## config.mk

```make
export PLATFORM = sky130hd
export DESIGN_NAME = decode_stage_flat
export DESIGN_NICKNAME = d
export VERILOG_FILES = /design/src/rtl/riscv_pkg.sv /design/src/rtl/decode_stage_if.sv /design/src/rtl/decode_stage_imm_gen.sv /design/src/rtl/decode_stage.sv /design/src/flat_wrapper.sv
export SDC_FILE = /design/constraint.sdc
export NUM_CORES = 1
export LEC_CHECK = 0
export ABC_AREA = 1
export BUFFER_PORTS_ARGS = -buffer_cell sky130_fd_sc_hd__buf_2
export CORE_MARGIN = 2
export CORE_UTILIZATION = 28
export DETAILED_ROUTE_END_ITERATION = 7
export MAX_ROUTING_LAYER = met4
export PLACE_DENSITY_LB_ADDON = 0.15
export SYNTH_ARGS = -nofsm -noshare
export SYNTH_HDL_FRONTEND = slang
export SYNTH_HIERARCHICAL = 1
export SYNTH_SLANG_ARGS = --single-unit
```

## constraint.sdc

```tcl
create_clock -name clk -period 8.15 [get_ports clk]
set_input_delay 2.0375 -clock clk [delete_from_list [all_inputs] [get_ports clk]]
set_output_delay 2.0375 -clock clk [all_outputs]
set_load 0.01 [all_outputs]
```

## src/rtl/riscv_pkg.sv

```systemverilog
// riscv_pkg: shared RV32I decode definitions.
//   - XLEN, NOP_INSTR and the base opcode values
//   - imm_type_e: which immediate format an opcode uses
//   - ctrl_t: control bundle handed to execute
//   - dec_t / decode_op(): opcode -> control, immediate type and register usage
package riscv_pkg;

  localparam int          XLEN      = 32;
  localparam logic [31:0] NOP_INSTR = 32'h0000_0013;  // addi x0,x0,0

  localparam logic [6:0] OP_R      = 7'b0110011;
  localparam logic [6:0] OP_IMM    = 7'b0010011;
  localparam logic [6:0] OP_LOAD   = 7'b0000011;
  localparam logic [6:0] OP_STORE  = 7'b0100011;
  localparam logic [6:0] OP_BRANCH = 7'b1100011;
  localparam logic [6:0] OP_JAL    = 7'b1101111;
  localparam logic [6:0] OP_JALR   = 7'b1100111;
  localparam logic [6:0] OP_LUI    = 7'b0110111;
  localparam logic [6:0] OP_AUIPC  = 7'b0010111;

  typedef enum logic [2:0] {
    IMM_NONE = 3'd0,
    IMM_I    = 3'd1,
    IMM_S    = 3'd2,
    IMM_B    = 3'd3,
    IMM_U    = 3'd4,
    IMM_J    = 3'd5
  } imm_type_e;

  typedef struct packed {
    logic reg_write;
    logic mem_read;
    logic mem_write;
    logic branch;
    logic jump;
    logic alu_src;
    logic illegal;
  } ctrl_t;

  typedef struct packed {
    ctrl_t     ctrl;
    imm_type_e imm_type;
    logic      rs1_used;
    logic      rs2_used;
  } dec_t;

  // Opcode decode. rd==x0 suppression of reg_write is applied by the caller,
  // since it depends on a field outside the opcode.
  function automatic dec_t decode_op(input logic [6:0] op);
    dec_t d;
    d          = '0;
    d.imm_type = IMM_NONE;
    d.rs1_used = 1'b1;
    d.rs2_used = 1'b0;
    case (op)
      OP_R: begin
        d.ctrl.reg_write = 1'b1;
        d.rs2_used       = 1'b1;
      end
      OP_IMM: begin
        d.ctrl.reg_write = 1'b1;
        d.ctrl.alu_src   = 1'b1;
        d.imm_type       = IMM_I;
      end
      OP_LOAD: begin
        d.ctrl.reg_write = 1'b1;
        d.ctrl.mem_read  = 1'b1;
        d.ctrl.alu_src   = 1'b1;
        d.imm_type       = IMM_I;
      end
      OP_STORE: begin
        d.ctrl.mem_write = 1'b1;
        d.ctrl.alu_src   = 1'b1;
        d.imm_type       = IMM_S;
        d.rs2_used       = 1'b1;
      end
      OP_BRANCH: begin
        d.ctrl.branch = 1'b1;
        d.imm_type    = IMM_B;
        d.rs2_used    = 1'b1;
      end
      OP_JAL: begin
        d.ctrl.reg_write = 1'b1;
        d.ctrl.jump      = 1'b1;
        d.imm_type       = IMM_J;
        d.rs1_used       = 1'b0;
      end
      OP_JALR: begin
        d.ctrl.reg_write = 1'b1;
        d.ctrl.jump      = 1'b1;
        d.ctrl.alu_src   = 1'b1;
        d.imm_type       = IMM_I;
      end
      OP_LUI, OP_AUIPC: begin
        d.ctrl.reg_write = 1'b1;
        d.ctrl.alu_src   = 1'b1;
        d.imm_type       = IMM_U;
        d.rs1_used       = 1'b0;
      end
      default: begin
        d.ctrl.illegal = 1'b1;
      end
    endcase
    return d;
  endfunction

endpackage

```

## src/rtl/decode_stage_if.sv

```systemverilog
// decode_stage_if: ID/EX bundle between decode and execute.
//   master (decode): drives ex_valid and all registered operands/control,
//                    samples ex_ready.
//   slave (execute): the reverse.
interface decode_stage_if;
  logic        ex_ready;
  logic        ex_valid;
  logic [31:0] ex_pc;
  logic [31:0] ex_rs1_val;
  logic [31:0] ex_rs2_val;
  logic [31:0] ex_imm;
  logic [4:0]  ex_rd;
  logic [2:0]  ex_funct3;
  logic        ex_funct7b5;
  logic [6:0]  ex_opcode;
  logic        ex_reg_write;
  logic        ex_mem_read;
  logic        ex_mem_write;
  logic        ex_branch;
  logic        ex_jump;
  logic        ex_alu_src;
  logic        ex_illegal;

  modport master (
    input  ex_ready,
    output ex_valid, ex_pc, ex_rs1_val, ex_rs2_val, ex_imm, ex_rd, ex_funct3,
           ex_funct7b5, ex_opcode, ex_reg_write, ex_mem_read, ex_mem_write,
           ex_branch, ex_jump, ex_alu_src, ex_illegal
  );

  modport slave (
    output ex_ready,
    input  ex_valid, ex_pc, ex_rs1_val, ex_rs2_val, ex_imm, ex_rd, ex_funct3,
           ex_funct7b5, ex_opcode, ex_reg_write, ex_mem_read, ex_mem_write,
           ex_branch, ex_jump, ex_alu_src, ex_illegal
  );
endinterface

```

## src/rtl/decode_stage_imm_gen.sv

```systemverilog
// imm_gen: combinational RV32I immediate generator.
//   instr    in  32  instruction word
//   imm_type in      immediate format (IMM_NONE gives zero)
//   imm      out 32  sign-extended immediate
module imm_gen
  import riscv_pkg::*;
(
  input  logic [31:0] instr,
  input  imm_type_e   imm_type,
  output logic [31:0] imm
);

  // Format select; all signed formats extend from instr[31].
  always_comb begin
    imm = 32'h0000_0000;
    case (imm_type)
      IMM_I:   imm = {{20{instr[31]}}, instr[31:20]};
      IMM_S:   imm = {{20{instr[31]}}, instr[31:25], instr[11:7]};
      IMM_B:   imm = {{19{instr[31]}}, instr[31], instr[7], instr[30:25], instr[11:8], 1'b0};
      IMM_U:   imm = {instr[31:12], 12'h000};
      IMM_J:   imm = {{11{instr[31]}}, instr[31], instr[19:12], instr[20], instr[30:21], 1'b0};
      default: imm = 32'h0000_0000;
    endcase
  end

endmodule

```

## src/rtl/decode_stage.sv

```systemverilog
// decode_stage: RV32I decode stage in front of the register file.
//   clk, reset (async, active-high)
//   fetch side : if_valid/if_instr/if_pc in, id_ready out, flush in
//   regfile    : readRegister1/2 out (from IF/ID), readData1/2 in
//   writeback  : wb_we/wb_rd/wb_data in, used for same-cycle bypass
//   ex_bus     : registered ID/EX contents with valid/ready handshake
// Inserts one bubble for a load-use dependency on the instruction in ID/EX.
module decode_stage
  import riscv_pkg::*;
(
  input  logic              clk,
  input  logic              reset,
  input  logic              if_valid,
  input  logic [XLEN-1:0]   if_instr,
  input  logic [XLEN-1:0]   if_pc,
  output logic              id_ready,
  input  logic              flush,
  output logic [4:0]        readRegister1,
  output logic [4:0]        readRegister2,
  input  logic [XLEN-1:0]   readData1,
  input  logic [XLEN-1:0]   readData2,
  input  logic              wb_we,
  input  logic [4:0]        wb_rd,
  input  logic [XLEN-1:0]   wb_data,
  decode_stage_if.master    ex_bus
);

  // Register file writes on the same edge ID/EX captures, so an in-flight
  // writeback must be forwarded; x0 always reads as zero.
  function automatic logic [XLEN-1:0] sel_operand(
    input logic [4:0]      rs,
    input logic [XLEN-1:0] rf_data,
    input logic            we,
    input logic [4:0]      wrd,
    input logic [XLEN-1:0] wdata
  );
    if (rs == 5'd0) begin
      return {XLEN{1'b0}};
    end else if (we && (wrd != 5'd0) && (wrd == rs)) begin
      return wdata;
    end else begin
      return rf_data;
    end
  endfunction

  // IF/ID register
  logic            id_valid_r;
  logic [XLEN-1:0] id_instr_r;
  logic [XLEN-1:0] id_pc_r;

  // ID/EX register
  logic            ex_valid_r;
  logic [XLEN-1:0] ex_pc_r;
  logic [XLEN-1:0] ex_rs1_val_r;
  logic [XLEN-1:0] ex_rs2_val_r;
  logic [XLEN-1:0] ex_imm_r;
  logic [4:0]      ex_rd_r;
  logic [2:0]      ex_funct3_r;
  logic            ex_funct7b5_r;
  logic [6:0]      ex_opcode_r;
  ctrl_t           ex_ctrl_r;

  // Decode of the IF/ID contents
  logic [4:0]      rs1_s;
  logic [4:0]      rs2_s;
  logic [4:0]      rd_s;
  dec_t            dec_s;
  ctrl_t           ctrl_s;
  logic [XLEN-1:0] imm_s;
  logic [XLEN-1:0] rs1_val_s;
  logic [XLEN-1:0] rs2_val_s;
  logic            hazard_s;
  logic            advance_s;

  assign rs1_s         = id_instr_r[19:15];
  assign rs2_s         = id_instr_r[24:20];
  assign rd_s          = id_instr_r[11:7];
  assign readRegister1 = rs1_s;
  assign readRegister2 = rs2_s;

  imm_gen u_imm_gen (
    .instr    (id_instr_r),
    .imm_type (dec_s.imm_type),
    .imm      (imm_s)
  );

  // Control decode, operand select, hazard and flow control.
  always_comb begin
    dec_s  = decode_op(id_instr_r[6:0]);
    ctrl_s = dec_s.ctrl;
    if (rd_s == 5'd0) begin
      ctrl_s.reg_write = 1'b0;
    end else begin
      ctrl_s.reg_write = dec_s.ctrl.reg_write;
    end
    rs1_val_s = sel_operand(rs1_s, readData1, wb_we, wb_rd, wb_data);
    rs2_val_s = sel_operand(rs2_s, readData2, wb_we, wb_rd, wb_data);
    hazard_s  = id_valid_r && ex_valid_r && ex_ctrl_r.mem_read && (ex_rd_r != 5'd0) &&
                ((dec_s.rs1_used && (ex_rd_r == rs1_s)) ||
                 (dec_s.rs2_used && (ex_rd_r == rs2_s)));
    advance_s = !ex_valid_r || ex_bus.ex_ready;
    id_ready  = !flush && (!id_valid_r || (advance_s && !hazard_s));
  end

  // IF/ID register: capture on accept, drain once the instruction moves on.
  always_ff @(posedge clk or posedge reset) begin
    if (reset) begin
      id_valid_r <= 1'b0;
      id_instr_r <= NOP_INSTR;
      id_pc_r    <= {XLEN{1'b0}};
    end else if (flush) begin
      id_valid_r <= 1'b0;
      id_instr_r <= NOP_INSTR;
    end else if (if_valid && id_ready) begin
      id_valid_r <= 1'b1;
      id_instr_r <= if_instr;
      id_pc_r    <= if_pc;
    end else if (advance_s && !hazard_s && id_valid_r) begin
      id_valid_r <= 1'b0;
    end
  end

  // ID/EX register: flush > bubble > load > hold.
  always_ff @(posedge clk or posedge reset) begin
    if (reset) begin
      ex_valid_r    <= 1'b0;
      ex_pc_r       <= {XLEN{1'b0}};
      ex_rs1_val_r  <= {XLEN{1'b0}};
      ex_rs2_val_r  <= {XLEN{1'b0}};
      ex_imm_r      <= {XLEN{1'b0}};
      ex_rd_r       <= 5'd0;
      ex_funct3_r   <= 3'd0;
      ex_funct7b5_r <= 1'b0;
      ex_opcode_r   <= 7'd0;
      ex_ctrl_r     <= '0;
    end else if (flush) begin
      ex_valid_r <= 1'b0;
    end else if (advance_s && hazard_s) begin
      ex_valid_r <= 1'b0;
    end else if (advance_s) begin
      ex_valid_r    <= id_valid_r;
      ex_pc_r       <= id_pc_r;
      ex_rs1_val_r  <= rs1_val_s;
      ex_rs2_val_r  <= rs2_val_s;
      ex_imm_r      <= imm_s;
      ex_rd_r       <= rd_s;
      ex_funct3_r   <= id_instr_r[14:12];
      ex_funct7b5_r <= id_instr_r[30];
      ex_opcode_r   <= id_instr_r[6:0];
      ex_ctrl_r     <= ctrl_s;
    end
  end

  assign ex_bus.ex_valid     = ex_valid_r;
  assign ex_bus.ex_pc        = ex_pc_r;
  assign ex_bus.ex_rs1_val   = ex_rs1_val_r;
  assign ex_bus.ex_rs2_val   = ex_rs2_val_r;
  assign ex_bus.ex_imm       = ex_imm_r;
  assign ex_bus.ex_rd        = ex_rd_r;
  assign ex_bus.ex_funct3    = ex_funct3_r;
  assign ex_bus.ex_funct7b5  = ex_funct7b5_r;
  assign ex_bus.ex_opcode    = ex_opcode_r;
  assign ex_bus.ex_reg_write = ex_ctrl_r.reg_write;
  assign ex_bus.ex_mem_read  = ex_ctrl_r.mem_read;
  assign ex_bus.ex_mem_write = ex_ctrl_r.mem_write;
  assign ex_bus.ex_branch    = ex_ctrl_r.branch;
  assign ex_bus.ex_jump      = ex_ctrl_r.jump;
  assign ex_bus.ex_alu_src   = ex_ctrl_r.alu_src;
  assign ex_bus.ex_illegal   = ex_ctrl_r.illegal;

endmodule

```

## src/flat_wrapper.sv

```systemverilog
// flat-port wrapper written by rule: the top's interface ports become plain ports
module decode_stage_flat import riscv_pkg::*;
  (clk, reset, if_valid, if_instr, if_pc, id_ready, flush, readRegister1, readRegister2, readData1, readData2, wb_we, wb_rd, wb_data, ex_bus_ex_ready, ex_bus_ex_valid, ex_bus_ex_pc, ex_bus_ex_rs1_val, ex_bus_ex_rs2_val, ex_bus_ex_imm, ex_bus_ex_rd, ex_bus_ex_funct3, ex_bus_ex_funct7b5, ex_bus_ex_opcode, ex_bus_ex_reg_write, ex_bus_ex_mem_read, ex_bus_ex_mem_write, ex_bus_ex_branch, ex_bus_ex_jump, ex_bus_ex_alu_src, ex_bus_ex_illegal);
  decode_stage_if ex_bus_i ();
  input  logic clk;
  input  logic reset;
  input  logic if_valid;
  input  logic [XLEN-1:0] if_instr;
  input  logic [XLEN-1:0] if_pc;
  output logic id_ready;
  input  logic flush;
  output logic [4:0] readRegister1;
  output logic [4:0] readRegister2;
  input  logic [XLEN-1:0] readData1;
  input  logic [XLEN-1:0] readData2;
  input  logic wb_we;
  input  logic [4:0] wb_rd;
  input  logic [XLEN-1:0] wb_data;
  input wire logic [$bits(ex_bus_i.ex_ready)-1:0] ex_bus_ex_ready;
  output wire logic [$bits(ex_bus_i.ex_valid)-1:0] ex_bus_ex_valid;
  output wire logic [$bits(ex_bus_i.ex_pc)-1:0] ex_bus_ex_pc;
  output wire logic [$bits(ex_bus_i.ex_rs1_val)-1:0] ex_bus_ex_rs1_val;
  output wire logic [$bits(ex_bus_i.ex_rs2_val)-1:0] ex_bus_ex_rs2_val;
  output wire logic [$bits(ex_bus_i.ex_imm)-1:0] ex_bus_ex_imm;
  output wire logic [$bits(ex_bus_i.ex_rd)-1:0] ex_bus_ex_rd;
  output wire logic [$bits(ex_bus_i.ex_funct3)-1:0] ex_bus_ex_funct3;
  output wire logic [$bits(ex_bus_i.ex_funct7b5)-1:0] ex_bus_ex_funct7b5;
  output wire logic [$bits(ex_bus_i.ex_opcode)-1:0] ex_bus_ex_opcode;
  output wire logic [$bits(ex_bus_i.ex_reg_write)-1:0] ex_bus_ex_reg_write;
  output wire logic [$bits(ex_bus_i.ex_mem_read)-1:0] ex_bus_ex_mem_read;
  output wire logic [$bits(ex_bus_i.ex_mem_write)-1:0] ex_bus_ex_mem_write;
  output wire logic [$bits(ex_bus_i.ex_branch)-1:0] ex_bus_ex_branch;
  output wire logic [$bits(ex_bus_i.ex_jump)-1:0] ex_bus_ex_jump;
  output wire logic [$bits(ex_bus_i.ex_alu_src)-1:0] ex_bus_ex_alu_src;
  output wire logic [$bits(ex_bus_i.ex_illegal)-1:0] ex_bus_ex_illegal;
  assign ex_bus_i.ex_ready = ex_bus_ex_ready;
  assign ex_bus_ex_valid = ex_bus_i.ex_valid;
  assign ex_bus_ex_pc = ex_bus_i.ex_pc;
  assign ex_bus_ex_rs1_val = ex_bus_i.ex_rs1_val;
  assign ex_bus_ex_rs2_val = ex_bus_i.ex_rs2_val;
  assign ex_bus_ex_imm = ex_bus_i.ex_imm;
  assign ex_bus_ex_rd = ex_bus_i.ex_rd;
  assign ex_bus_ex_funct3 = ex_bus_i.ex_funct3;
  assign ex_bus_ex_funct7b5 = ex_bus_i.ex_funct7b5;
  assign ex_bus_ex_opcode = ex_bus_i.ex_opcode;
  assign ex_bus_ex_reg_write = ex_bus_i.ex_reg_write;
  assign ex_bus_ex_mem_read = ex_bus_i.ex_mem_read;
  assign ex_bus_ex_mem_write = ex_bus_i.ex_mem_write;
  assign ex_bus_ex_branch = ex_bus_i.ex_branch;
  assign ex_bus_ex_jump = ex_bus_i.ex_jump;
  assign ex_bus_ex_alu_src = ex_bus_i.ex_alu_src;
  assign ex_bus_ex_illegal = ex_bus_i.ex_illegal;
  decode_stage u_core (.clk(clk), .reset(reset), .if_valid(if_valid), .if_instr(if_instr), .if_pc(if_pc), .id_ready(id_ready), .flush(flush), .readRegister1(readRegister1), .readRegister2(readRegister2), .readData1(readData1), .readData2(readData2), .wb_we(wb_we), .wb_rd(wb_rd), .wb_data(wb_data), .ex_bus(ex_bus_i));
endmodule
```

==> summary.md <==
| Metric | Value |
|---|---|
| Top-area cell type share of the netlist area | `52.6%` |
| Die height | `~200 um` |
| Routed WL | `between 30 and 40 mm` |
| Slowest stage delay, CP | `540 ps` |
| CTS Buf Count | `27` |
| Post-synthesis sequential area ratio | `53.3%` |
| Critical path launch point type | `register` |
| Worst r2r path cells | `14` |
| Critical Setup Path Class | `register to output pin` |
| Final hold vios | `0` |
| Largest net degree at the start of global routing | `about 140` |
| GR Util met1 | `between 20% and 30%` |
| Antenna violations before repair | `10` |
| DP Worst Slack | `~3400 ps` |
| DRT iter0 DRCs | `586` |
| Cell Rows | `69` |
| Clock Root Buffer | `clkbuf_16` |
| Critical Path AT | `2770 ps` |
| Period utilization | `around three fifths` |
| Cell breakdown of the critical path | `inv_2, nor2_1, nand3_1, nand2_2, inv_2, nand3_1, nand2_1, nand2_1, nand2_2, a21oi_4, buf_2` |
| Post-CTS Setup Repair Bufs | `0` |
| GRT met2 Usage | `28.0%` |
| Area grow syn2layout | `27.5%` |
| Ys Warns | `6` |
| Number of antenna-violating nets in the routed design | `0` |
| CP Depth | `11` |
| Setup crit end | `id_ready` |
| Number of global-route vias before repair | `slightly above 9000` |
| Register bit total from synthesis | `between 200 and 250` |
| Final worst setup slack | `between 3000 and 4000 ps` |
| Global-route wire length before repair | `around 54 mm` |
| Final nets | `~1700` |
| Vias after detailed routing | `about 9400` |
| Effective utilization at floorplan | `28.5%` |
| Reg-to-reg startpoint | `u_core/id_instr_r[4]$_DFFE_PP1P_` |
| Clock transition at the registers of the reported paths | `about 60 ps` |
| Synth cell types | `28` |
| Mapped Cells | `between 1000 and 1500` |
| Fin Setup TNS | `0 ps` |
| Req. time, crit path | `between 6000 and 7000 ps` |
| Number of max-cap violations | `0` |
| H-tree levels | `1` |
| Total chip power | `roughly 3 mW` |
| Worst VDD drop | `between 0.0001 and 0.00015 V` |
| Post-route minimum period | `between 4000 and 5000 ps` |
| GP Congestion | `~0.82` |
| Grt peak-use layer | `met2` |
| PortBufs | `between 300 and 400` |
| Slew Limit Fails | `0` |
| Routed length per placed instance | `approximately 17 um` |
| Hpwl dp | `23.8 mm` |
| Max stage delay cell, worst path | `dfstp_2` |
| Die area | `between 30000 and 40000 um2` |
| Crit end category | `output pin` |
| F_max | `approximately 210 MHz` |
| Worst clock skew | `approximately 15 ps` |
| Power Dens Cells | `between 200 and 250 nW/um2` |
| Critical path peak fanout | `25` |
| Critical Path Source | `u_core/id_instr_r[4]$_DFFE_PP1P_` |
| Layout cells sized above 1 | `about 26%` |
| GR Overflow Total | `0` |
| Grt met3 use | `between 4 and 5%` |
| Synth area leader | `dfrtp_1` |
| Core Footprint | `about 36000 um2` |
| Post-CTS resize count | `0` |
| Worst-Skew Late Latency | `about 530 ps` |
| Fin util | `a little over a third` |
| Post-Layout Cell Count | `2035` |
| Vias per std cell | `between 4 and 5` |
| Final setup violation count | `0` |
| CTS tree | `yes` |
| Unrepaired setup endpoints after global routing | `no` |
| Area contributors post-synth | `dfrtp_1 53%, nand2_1 19%, nand3_1 7.2%` |
| # hold bufs at CTS | `0` |
| All-layer global routing usage | `about a fifth` |
| Reg-to-reg endpoint | `u_core/ex_bus.ex_rs1_val[0]$_DFFE_PP0P_` |
| Max_slew headroom | `a little under 30%` |
| Initial DRT Pass Iterations | `5` |
| Number of fillers in the final layout | `around 4000` |
| Reg2Reg Setup Slack | `around 4300 ps` |
| Ports | `between 300 and 400` |
| Synth Area per Inst | `just over 8 um2` |
| Outcome | `finished, final reports clean` |
| Die Width | `195 um` |
| Mapped Area | `roughly 10000 um2` |
| DP Cell Count | `about 2000` |
| Slew at the pin closest to its max-slew limit | `~1100 ps` |
| Critical path buffers and inverters | `3` |
| DRC | `0` |
| Syn_nets | `1436` |
| Clock sinks | `between 200 and 250` |
| Class of the worst hold path | `register to register` |
| CP delay by family, top | `simple AND/OR/NAND/NOR gates` |
| Pleak | `roughly 7.3 nW` |
| CTS Buffer Depth | `3` |
## per-stage QoR
stage	instance area, um2	hold WS (ps)
floorplan	10200	449
global placement	12100	450
detailed placement	12100	453
CTS	13000	467
global route	13000	487
finish	13000	465
## how the worst min path moves through the flow
stage	from	endpoint	slack, ps	depth (start not counted)
6_report	u_core/ex_bus.ex_pc[4]$_DFFE_PP0P_	u_core/ex_bus.ex_pc[4]$_DFFE_PP0P_	460	2
5_1_grt	u_core/ex_bus.ex_imm[25]$_DFFE_PP0P_	u_core/ex_bus.ex_imm[25]$_DFFE_PP0P_	490	2
4_1_cts	u_core/ex_bus.ex_pc[30]$_DFFE_PP0P_	u_core/ex_bus.ex_pc[30]$_DFFE_PP0P_	470	2
3_5_place_dp	u_core/ex_bus.ex_pc[30]$_DFFE_PP0P_	u_core/ex_bus.ex_pc[30]$_DFFE_PP0P_	450	2
3_3_place_gp	u_core/ex_bus.ex_imm[16]$_DFFE_PP0P_	u_core/ex_bus.ex_imm[16]$_DFFE_PP0P_	450	2
2_1_floorplan	u_core/id_pc_r[0]$_DFFE_PP0P_	u_core/ex_bus.ex_pc[0]$_DFFE_PP0P_	450	2
## cells in the mapped netlist, drive strengths merged
library cell    n
inv            94
nor3            3
a21oi           4
o211ai         66
o41ai           1
xor2            5
nor2           26
o21ai          79
dfstp           3
clkbuf         42
nand4          10
nand2         506
o21a            1
buf            51
dfrtp         214
nand3         148
xnor2          12
## area by class of cell
cell class | instances | area [um2] | share of cell area (%)
flip-flops and latches | 217 | 5430 | 41.8
multi-input cells | 861 | 3940 | 30.3
repair buffers | 343 | 1750 | 13.5
clock buffers | 43 | 816 | 6.28
well taps | 461 | 577 | 4.44
inverters | 94 | 365 | 2.81
clock inverters | 6 | 83.8 | 0.645
diodes | 10 | 25.0 | 0.193
## worst min-delay path: cells and delay by family (launching register included)
family,cells,cell delay (ps)
AND/OR/NAND/NOR,2,100
flip-flops,1,340
## cell families (layout without fill, tap and decap cells)
family          Yosys count  in the layout  share of synthesized area (%)
compound gates          151            151                           9.18
xor+xnor                 17             17                           1.46
buf+inv                 187            486                           8.12
flops                   217            217                           53.3
other cells               0             10                              0
simple gates            693            693                           27.9
## placed cells by master (no fill, tap or decap), drive strengths merged
cell and count:
a21oi 4, buf 343, bufinv 2, clkbuf 43
clkinv 4, dfrtp 214, dfstp 3, diode 10
inv 94, nand2 506, nand3 148, nand4 10
nor2 26, nor3 3, o211ai 66, o21a 1
o21ai 79, o41ai 1, xnor2 12, xor2 5
## per-layer routing
layer	part of all wire, %	routed length [um]
met1	46	16300
met2	44	15600
met3	8.0	2830
met4	1.4	487
met5	0	0
## power by group
group | leakage (nW) | internal [mW] | switching [mW]
Sequential | 2.80 | 1.21 | 0.0873
Combinational | 4.07 | 0.198 | 0.337
Clock | 0.444 | 0.744 | 0.476
## sequential cells by signal (all words and copies together), names as in the netlist, 3 cells and up
| register | cells |
|---|---|
| u_core/ex_bus.ex_funct3 | 3 |
| u_core/ex_bus.ex_imm | 32 |
| u_core/ex_bus.ex_opcode | 7 |
| u_core/ex_bus.ex_pc | 32 |
| u_core/ex_bus.ex_rd | 5 |
| u_core/ex_bus.ex_rs1_val | 32 |
| u_core/ex_bus.ex_rs2_val | 32 |
| u_core/id_instr_r | 32 |
| u_core/id_pc_r | 32 |
(Power assumes the default switching activity.)
